--- config.mk ---
export PLATFORM = sky130hd
export DESIGN_NAME = phy_tx_encoder_64b66b
export DESIGN_NICKNAME = d
export VERILOG_FILES = /design/src/rtl/phy_tx_encoder_64b66b.sv
export SDC_FILE = /design/constraint.sdc
export NUM_CORES = 1
export LEC_CHECK = 0
export BUFFER_PORTS_ARGS = -buffer_cell sky130_fd_sc_hd__buf_4
export CORE_MARGIN = 5
export CORE_UTILIZATION = 45
export DETAILED_ROUTE_END_ITERATION = 16
export HOLD_SLACK_MARGIN = 0.1
export PLACE_DENSITY = 0.71
export SLEW_MARGIN = 20
export SYNTH_ARGS = -nofsm -noshare
export SYNTH_HDL_FRONTEND = slang
export SYNTH_SLANG_ARGS = --single-unit
--- constraint.sdc ---
create_clock -name i_tx_clk -period 3.2 [get_ports i_tx_clk]
set_input_delay 0.32 -clock i_tx_clk [delete_from_list [all_inputs] [get_ports i_tx_clk]]
set_output_delay 0.32 -clock i_tx_clk [all_outputs]
set_load 0.01 [all_outputs]
--- src/rtl/phy_tx_encoder_64b66b.sv ---
// rtl/phy_tx_encoder_64b66b.sv - 64B/66B transmit framer with gearbox sequence and pause-slot handling
// One 66-bit block per non-pause slot: START, DATA, ERROR on underrun, T_n terminate, IDLE.
module phy_tx_encoder_64b66b #(
   parameter int MIN_IPG_BLOCKS = 2,
   parameter int SEQ_MAX        = 32
) (
   input  logic        i_tx_clk,
   input  logic        i_tx_rst,
   input  logic [63:0] s_axis_data,
   input  logic [7:0]  s_axis_keep,
   input  logic        s_axis_last,
   input  logic        s_axis_valid,
   output logic        s_axis_ready,
   output logic [63:0] o_tx_data,
   output logic [1:0]  o_tx_header,
   output logic [6:0]  o_tx_sequence,
   output logic        o_tx_data_valid
);

   localparam logic [3:0]  MIN_IPG   = 4'(MIN_IPG_BLOCKS);
   localparam logic [6:0]  SEQ_LAST  = 7'(SEQ_MAX);
   localparam logic [1:0]  HDR_DATA  = 2'b01;
   localparam logic [1:0]  HDR_CTRL  = 2'b10;
   localparam logic [63:0] IDLE_BLK  = {8'h1E, 56'h0};
   localparam logic [63:0] START_BLK = {8'h78, 48'h555555555555, 8'hD5};
   localparam logic [63:0] ERROR_BLK = {8'h1E, {8{7'h1E}}};

   typedef enum logic [1:0] {
      ST_IDLE,
      ST_DATA,
      ST_TERM,
      ST_GAP
   } state_t;

   state_t      state;
   state_t      state_nxt;
   logic [6:0]  seq_cnt;
   logic [3:0]  gap;
   logic [3:0]  gap_nxt;
   logic [3:0]  keep_cnt;
   logic [63:0] blk;
   logic [1:0]  hdr;
   logic        pause;
   logic        gap_done;

   // Terminate block: type byte selected by byte count, then the first n beat bytes, zero fill.
   function automatic logic [63:0] term_block(input logic [3:0] n, input logic [63:0] d);
      logic [7:0]  t;
      logic [55:0] mask;
      case (n)
         4'd0:    t = 8'h87;
         4'd1:    t = 8'h99;
         4'd2:    t = 8'hAA;
         4'd3:    t = 8'hB4;
         4'd4:    t = 8'hCC;
         4'd5:    t = 8'hD2;
         4'd6:    t = 8'hE1;
         default: t = 8'hFF;
      endcase
      mask = ~({56{1'b1}} >> {n, 3'b000});
      return {t, d[63:8] & mask};
   endfunction

   assign pause    = (seq_cnt == SEQ_LAST);
   assign gap_done = (gap == MIN_IPG);

   always_comb begin
      keep_cnt = '0;
      for (int i = 0; i < 8; i++) begin
         keep_cnt = keep_cnt + {3'b000, s_axis_keep[i]};
      end
   end

   always_comb begin
      state_nxt    = state;
      gap_nxt      = gap;
      blk          = IDLE_BLK;
      hdr          = HDR_CTRL;
      s_axis_ready = 1'b0;
      case (state)
         ST_IDLE: begin
            if (s_axis_valid && gap_done) begin
               blk       = START_BLK;
               state_nxt = ST_DATA;
            end
         end
         ST_DATA: begin
            s_axis_ready = !pause;
            if (!s_axis_valid) begin
               blk = ERROR_BLK;
            end else if (!s_axis_last) begin
               blk = s_axis_data;
               hdr = HDR_DATA;
            end else if (keep_cnt == 4'd8) begin
               // A full last beat has no room for data in T_n, so T_0 follows separately.
               blk       = s_axis_data;
               hdr       = HDR_DATA;
               state_nxt = ST_TERM;
            end else begin
               blk       = term_block(keep_cnt, s_axis_data);
               gap_nxt   = '0;
               state_nxt = ST_GAP;
            end
         end
         ST_TERM: begin
            blk       = term_block(4'd0, s_axis_data);
            gap_nxt   = '0;
            state_nxt = ST_GAP;
         end
         ST_GAP: begin
            gap_nxt = gap + 4'd1;
            if (gap + 4'd1 == MIN_IPG) begin
               state_nxt = ST_IDLE;
            end
         end
         default: state_nxt = ST_IDLE;
      endcase
   end

   always_ff @(posedge i_tx_clk or posedge i_tx_rst) begin
      if (i_tx_rst) begin
         seq_cnt         <= '0;
         o_tx_sequence   <= '0;
         o_tx_data_valid <= 1'b0;
         o_tx_data       <= '0;
         o_tx_header     <= '0;
         state           <= ST_IDLE;
         gap             <= MIN_IPG;
      end else begin
         o_tx_sequence   <= seq_cnt;
         o_tx_data_valid <= !pause;
         seq_cnt         <= pause ? 7'd0 : seq_cnt + 7'd1;
         // The gearbox consumes nothing in the pause slot, so everything else freezes.
         if (!pause) begin
            state       <= state_nxt;
            gap         <= gap_nxt;
            o_tx_data   <= blk;
            o_tx_header <= hdr;
         end
      end
   end

endmodule

==> flow_metrics.tcl, run 1 <==
set metrics [dict create \
    htreeDepth 3 \
    fin_cells 803 \
    final_nets 754 \
    ir_drop_mv 0.361 \
    finalSetupViolations 71 \
    drc 0 \
    hp-start "s_axis_data[28]" \
    rr_endpoint "o_tx_data[14]" \
    grt-ovfl-total 0 \
    clock_path_buffers 2 \
    syn_avg_cell_area_um2 9.96 \
    mostFrequentLayoutCells "192 x buf_4, 86 x dfrtp_1, 46 x nand2_1" \
    die_h_um 113 \
    ios 151 \
    clock_skew_ns 0.00840 \
    place_congestion 0.865 \
    drt-initial-drc-count 413 \
    ant_nets 0 \
    period_share_pct 111 \
    drive_gt1_share_pct 47.2 \
    fmax_mhz 281 \
    r2r_setup_slack_ns 0.61 \
    cts.sinks 87 \
    grt_pass1_vias 4461 \
    synthDistinctLibCells 69 \
    cp.required_ns 3.46 \
    setup_tns_ns -17.67 \
    end_kind "flip-flop" \
    violations "setup timing" \
    hold_path_depth 3 \
    start_kind "input port" \
    setup_ws_ns -0.353 \
    slew_violations 0 \
    dp_hpwl_um 11300 \
    tritoncts "done" \
    dp_cells 774 \
    max_slew_margin_pct 38.7 \
    hold_viol_final 0 \
    synth.ff_latch_count 87 \
    wl_per_cell_um 19.7 \
    hold_path_end "o_tx_data[20]" \
    cts_buffers 9 \
    grt_max_degree 66 \
    ff2ff_path_depth 7 \
    clkTransAtPathRegs_ns 0.09 \
    r2r-start "state[1]" \
    status "complete, but fails checks" \
    crit_arrival_ns 3.81 \
    area_delta_synth_final_pct 47.8 \
    synth_area_um2 4770 \
    leakagePower_nw 3.26 \
    die_x_um 113 \
    seq_area_frac_synth_pct 45.7 \
    routed_wl_um 15900 \
    cts_root_buf "clkbuf_8" \
    fin_crit_ns 3.55 \
    rsz0062_at_grt "true" \
    coreArea_um2 10300 \
    viasPerCell 5.87 \
    ys_warn_count 0 \
    worstMarginPinSlew_ns 0.912 \
    worstPathMaxFanout 6 \
    grtUsageTotal_pct 23.6 \
    routed-via-count 4714 \
    synthFlopType "dfrtp_1" \
    synth_edf_count 0 \
    power_density_nw_per_um2 710 \
    synth_nets 571 \
    drv_cap 0 \
    dr.pass1.iters 6 \
    layout_commonest_cell "buf_4" \
    synthArstFlopShare_pct 100 \
    start_util_pct 46.2 \
    diodes 0 \
    die-area_um2 12800 \
    synthCells 479 \
    port_buffers 150 \
    min_path_type "input port to flip-flop" \
    grt_pass1_wl_um 24100 \
    path_class "input port to flip-flop" \
    insertion_delay_ns 0.37 \
    rows 37 \
    antenna_found_initial 0 \
]
## cell usage after synthesis, types with 3 or more instances
library cell  instances  share of area [%]
nor2_1               23                1.8
o211ai_1              8                1.3
nand2_1              49                3.9
a21o_1                6               0.94
nor2b_1               4               0.52
clkbuf_1              4               0.31
a211oi_1              5               0.79
a22oi_1              17                2.7
fa_1                  4                1.7
buf_6                 6                1.4
nand3_1              10                1.0
a21oi_2               4               0.73
ha_1                 12                3.1
nand3b_1              3               0.47
o21ai_0              28                2.9
a21oi_1              50                5.2
inv_1                21                1.7
o21ai_1              13                1.4
o22ai_1               5               0.66
buf_2                20                2.1
xor2_1                4               0.73
a221o_1              12                2.5
a32oi_1               4               0.73
dfrtp_1              86                 45
a221oi_1             17                3.1
or3_1                 3               0.39
xnor2_1               5               0.92
## critical path, cell delays in order
cell and delay (ns):
buf_6 0.09, fa_1 0.53, inv_1 0.05, fa_1 0.45, fa_1 0.50, inv_2 0.05, ha_4 0.15, fa_2 0.63
and4bb_4 0.28, a21boi_4 0.21, nor2_4 0.08, a221o_1 0.31, a21o_1 0.15
## flip-flops by register name (all words and copies together) (netlist names)
register and cells:
o_tx_data_valid 1, o_tx_data 64, state 2, gap 4
o_tx_sequence 7, o_tx_header 2, seq_cnt 7
## worst max path at each step
stage                        start       endpoint
floorplan           s_axis_keep[0]         gap[3]
CTS                 s_axis_keep[0]  o_tx_data[14]
global placement    s_axis_keep[0]  o_tx_data[59]
finish              s_axis_keep[0]  o_tx_data[14]
global route        s_axis_keep[0]  o_tx_data[43]
detailed placement  s_axis_keep[0]  o_tx_data[59]
## where the power goes
part / switching, W / leakage (nW) / total (W) / internal [W]
combinational: 0.00131 / 2.01 / 0.00252 / 0.00121
sequential: 0.000223 / 1.14 / 0.00161 / 0.00139
clock: 0.000408 / 0.110 / 0.000870 / 0.000462
total: 0.00194 / 3.26 / 0.00501 / 0.00306
## area by class of cell
type / count / area (um2)
sequential: 87 / 2180
tap: 136 / 170
clock inverter: 5 / 81.3
fill: 789 / 3270
clock buffer: 11 / 141
multi-input combinational: 335 / 2760
inverter: 23 / 87.6
timing repair buffer: 206 / 1640
## layer usage
| layer | track usage [%] | vias up | routed length [um] |
|---|---|---|---|
| li1 | - | 2139 | - |
| met1 | 32.3 | 2319 | 6280 |
| met2 | 37.1 | 219 | 7750 |
| met3 | 4.87 | 37 | 1290 |
| met4 | 8.97 | 0 | 536 |
| met5 | 0 | - | 0 |
## logic make-up after synthesis
group / count (synthesis) / synth area share [%]
multiplexers: 2 / 0.446
AND/OR/NAND/NOR: 113 / 12.7
buffers and inverters: 57 / 6.14
adder cells (fa/ha/maj): 16 / 4.83
XOR/XNOR: 9 / 1.65
AO/OA/AOI/OAI: 195 / 28.5
flip-flops: 87 / 45.7
## through the flow
step	utilization [%]	setup WS [ns]	hold WS (ns)	power, W	cell area, um2
after detailed placement	61.5	-0.860	0.311	0.00382	6350
after global routing	68.3	-0.480	0.165	0.00528	7050
after CTS	66.0	-0.311	0.158	0.00484	6810
after global placement	61.5	-0.763	0.310	0.00378	6350
after floorplan	-	-0.422	0.410	0.00285	4940
final	68.3	-0.353	0.160	0.00501	7050
## what timing repair did
item,in CTS,in global routing
setup endpoints to repair,71,71
endpoints found under the hold margin,20,0
hold buffers,1,0
pin swaps,20,31
setup buffers,6,7
cloned,0,1
gates resized for setup,44,43
Note: power is estimated with default switching activity, not from simulation.
==> run 2: changes to the inputs <==
==> constraint.sdc (replaced) <==
create_clock -name i_tx_clk -period 3.3 [get_ports i_tx_clk]
set_input_delay 0.33 -clock i_tx_clk [delete_from_list [all_inputs] [get_ports i_tx_clk]]
set_output_delay 0.33 -clock i_tx_clk [all_outputs]
set_load 0.01 [all_outputs]
==> run 2 against run 1 <==
Net effect:
- global-route usage rose by 1.3 points
- cell area rose by 1.3%
- the run still ends with setup timing left
- final cell count rose by 1.7%
- sequential share of layout area fell by 0.41 points
- count of clock-buffer cells in the layout fell by 2
- critical path depth rose by 1
- non-clock buffer count rose by 14
- via count rose by 2.8%
==> flow_metrics.tcl, run 2 (same netlist as run 1, synthesis figures left out) <==
set metrics [dict create \
    coreArea_um2 10300 \
    largest_register "o_tx_data" \
    dr.pass1.iters 5 \
    fin_cells 817 \
    die_h_um 113 \
    place_congestion 0.884 \
    leakagePower_nw 3.32 \
    setup_ws_ns -0.275 \
    status "complete, but fails checks" \
    grt-ovfl-total 0 \
    met1_length_um 6580 \
    grt_max_degree 48 \
    placed_cell_area_um2 6400 \
    path_class "input port to flip-flop" \
    port_buffers 150 \
    routed-via-count 4846 \
    ios 151 \
    worstMarginPinSlew_ns 0.856 \
    area_delta_synth_final_pct 49.8 \
    slew_violations 0 \
    drc 0 \
    grt_pass1_wl_um 25600 \
    crit_arrival_ns 3.83 \
    rows 37 \
    viasPerCell 5.93 \
    max_slew_margin_pct 42.6 \
    end_kind "flip-flop" \
    start_kind "input port" \
    largest_reg_flops 64 \
    grt_pass1_vias 4790 \
    mostFrequentLayoutCells "200 x buf_4, 86 x dfrtp_1, 42 x nand2_1" \
    dp_cells 783 \
    top_layer_used "met4" \
    dp_hpwl_um 11500 \
    top_regs "o_tx_data (64), o_tx_sequence (7), seq_cnt (7)" \
    die-area_um2 12800 \
    antenna_found_initial 0 \
    tritoncts "done" \
    cts.sinks 87 \
    htreeDepth 3 \
    fmax_mhz 280 \
    layout_commonest_cell "buf_4" \
    start_util_pct 46.2 \
    routed_wl_um 16200 \
    diodes 0 \
    final_util_pct 69.2 \
    ant_nets 0 \
    ir_drop_mv 0.363 \
    drive_gt1_share_pct 50.8 \
    violations "setup timing" \
    cp.required_ns 3.56 \
    setup_tns_ns -12.05 \
    met2_length_um 7840 \
    cts_buffers 9 \
    cts_root_buf "clkbuf_8" \
    wl_per_cell_um 19.8 \
    final_nets 768 \
    rsz0062_at_grt "true" \
    drv_cap 0 \
    insertion_delay_ns 0.38 \
    worstPathMaxFanout 18 \
    die_x_um 113 \
    final_cell_area_um2 7150 \
    finalSetupViolations 71 \
    drt-initial-drc-count 544 \
    power_density_nw_per_um2 675 \
    nFillCells 787 \
    fin_crit_ns 3.57 \
    clkTransAtPathRegs_ns 0.09 \
    grtUsageTotal_pct 25.0 \
    clock_skew_ns 0.00627 \
    clock_path_buffers 2 \
    min_path_type "input port to asynchronous set/reset pin" \
    power_w 0.00482 \
    period_share_pct 108 \
    wl_met3_um 1350 \
    hold_viol_final 0 \
]
run 2: changes by cell type in the layout (fill, tap and decap cells not counted), sizes merged:
cell / previous run / this run
bufinv: 2 / 0
dlygate4sd3: 1 / 0
inv: 21 / 22
clkinv: 4 / 7
buf: 204 / 220
clkbuf: 12 / 9
run 2: through the flow:
stage               hold slack [ns]  setup WS, ns
floorplan                     0.410        -0.332
global placement              0.428        -0.719
detailed placement            0.438        -0.743
CTS                           0.134        -0.211
global route                  0.155        -0.381
finish                        0.100        -0.275
run 2: cell type report:
cell class                      count  area (um2)  area share [%]
Inverter                           23        87.6            1.23
Tap cell                          136         170            2.38
Timing Repair Buffer              220        1750            24.4
Sequential cell                    87        2180            30.5
Multi-Input combinational cell    335        2790            39.1
Clock inverter                      7        48.8           0.683
Clock buffer                        9         124            1.73
run 2: final timing paths:
path | cells after the start | end | start | slack [ns]
worst min-delay path | 2 | o_tx_data[52] | i_tx_rst | 0.10
min in group i_tx_clk | 3 | o_tx_data[20] | s_axis_data[28] | 0.16
worst min register to register | 0 | o_tx_sequence[1] | seq_cnt[1] | 0.46
worst max-delay path | 14 | o_tx_data[45] | s_axis_keep[0] | -0.27
worst max register to register | 8 | o_tx_data[22] | seq_cnt[0] | 0.82
max in group asynchronous | 3 | gap[1] | i_tx_rst | 2.37
run 2: where the power goes:
part           internal (W)  switching [W]  leakage, nW
clock network      0.000275       0.000419       0.0894
logic               0.00125        0.00131         2.10
registers           0.00135       0.000223         1.14
run 2: layer usage:
metal / global-route usage (%) / vias up
li1: - / 2173
met1: 34.0 / 2390
met2: 40.3 / 247
met3: 4.28 / 36
met4: 8.73 / 0
met5: 0 / -
run 2: worst max-delay path, stage by stage:
cell,delay (ns)
buf_6,0.09
fa_1,0.52
inv_1,0.05
fa_1,0.45
fa_1,0.50
inv_2,0.05
ha_4,0.15
fa_2,0.54
nand4bb_4,0.26
o21ai_4,0.22
buf_12,0.19
a21oi_4,0.08
a221oi_2,0.27
o21ai_1,0.11
run 2: what timing repair did:
item                                    4_1_cts  5_1_grt
buffers inserted                             11        9
gates resized for setup                      70       40
endpoints found under the setup margin       71       71
gates cloned                                  1        0
pin swaps                                    29       19
hold endpoints to repair                      0        0
hold buffers                                  0        0
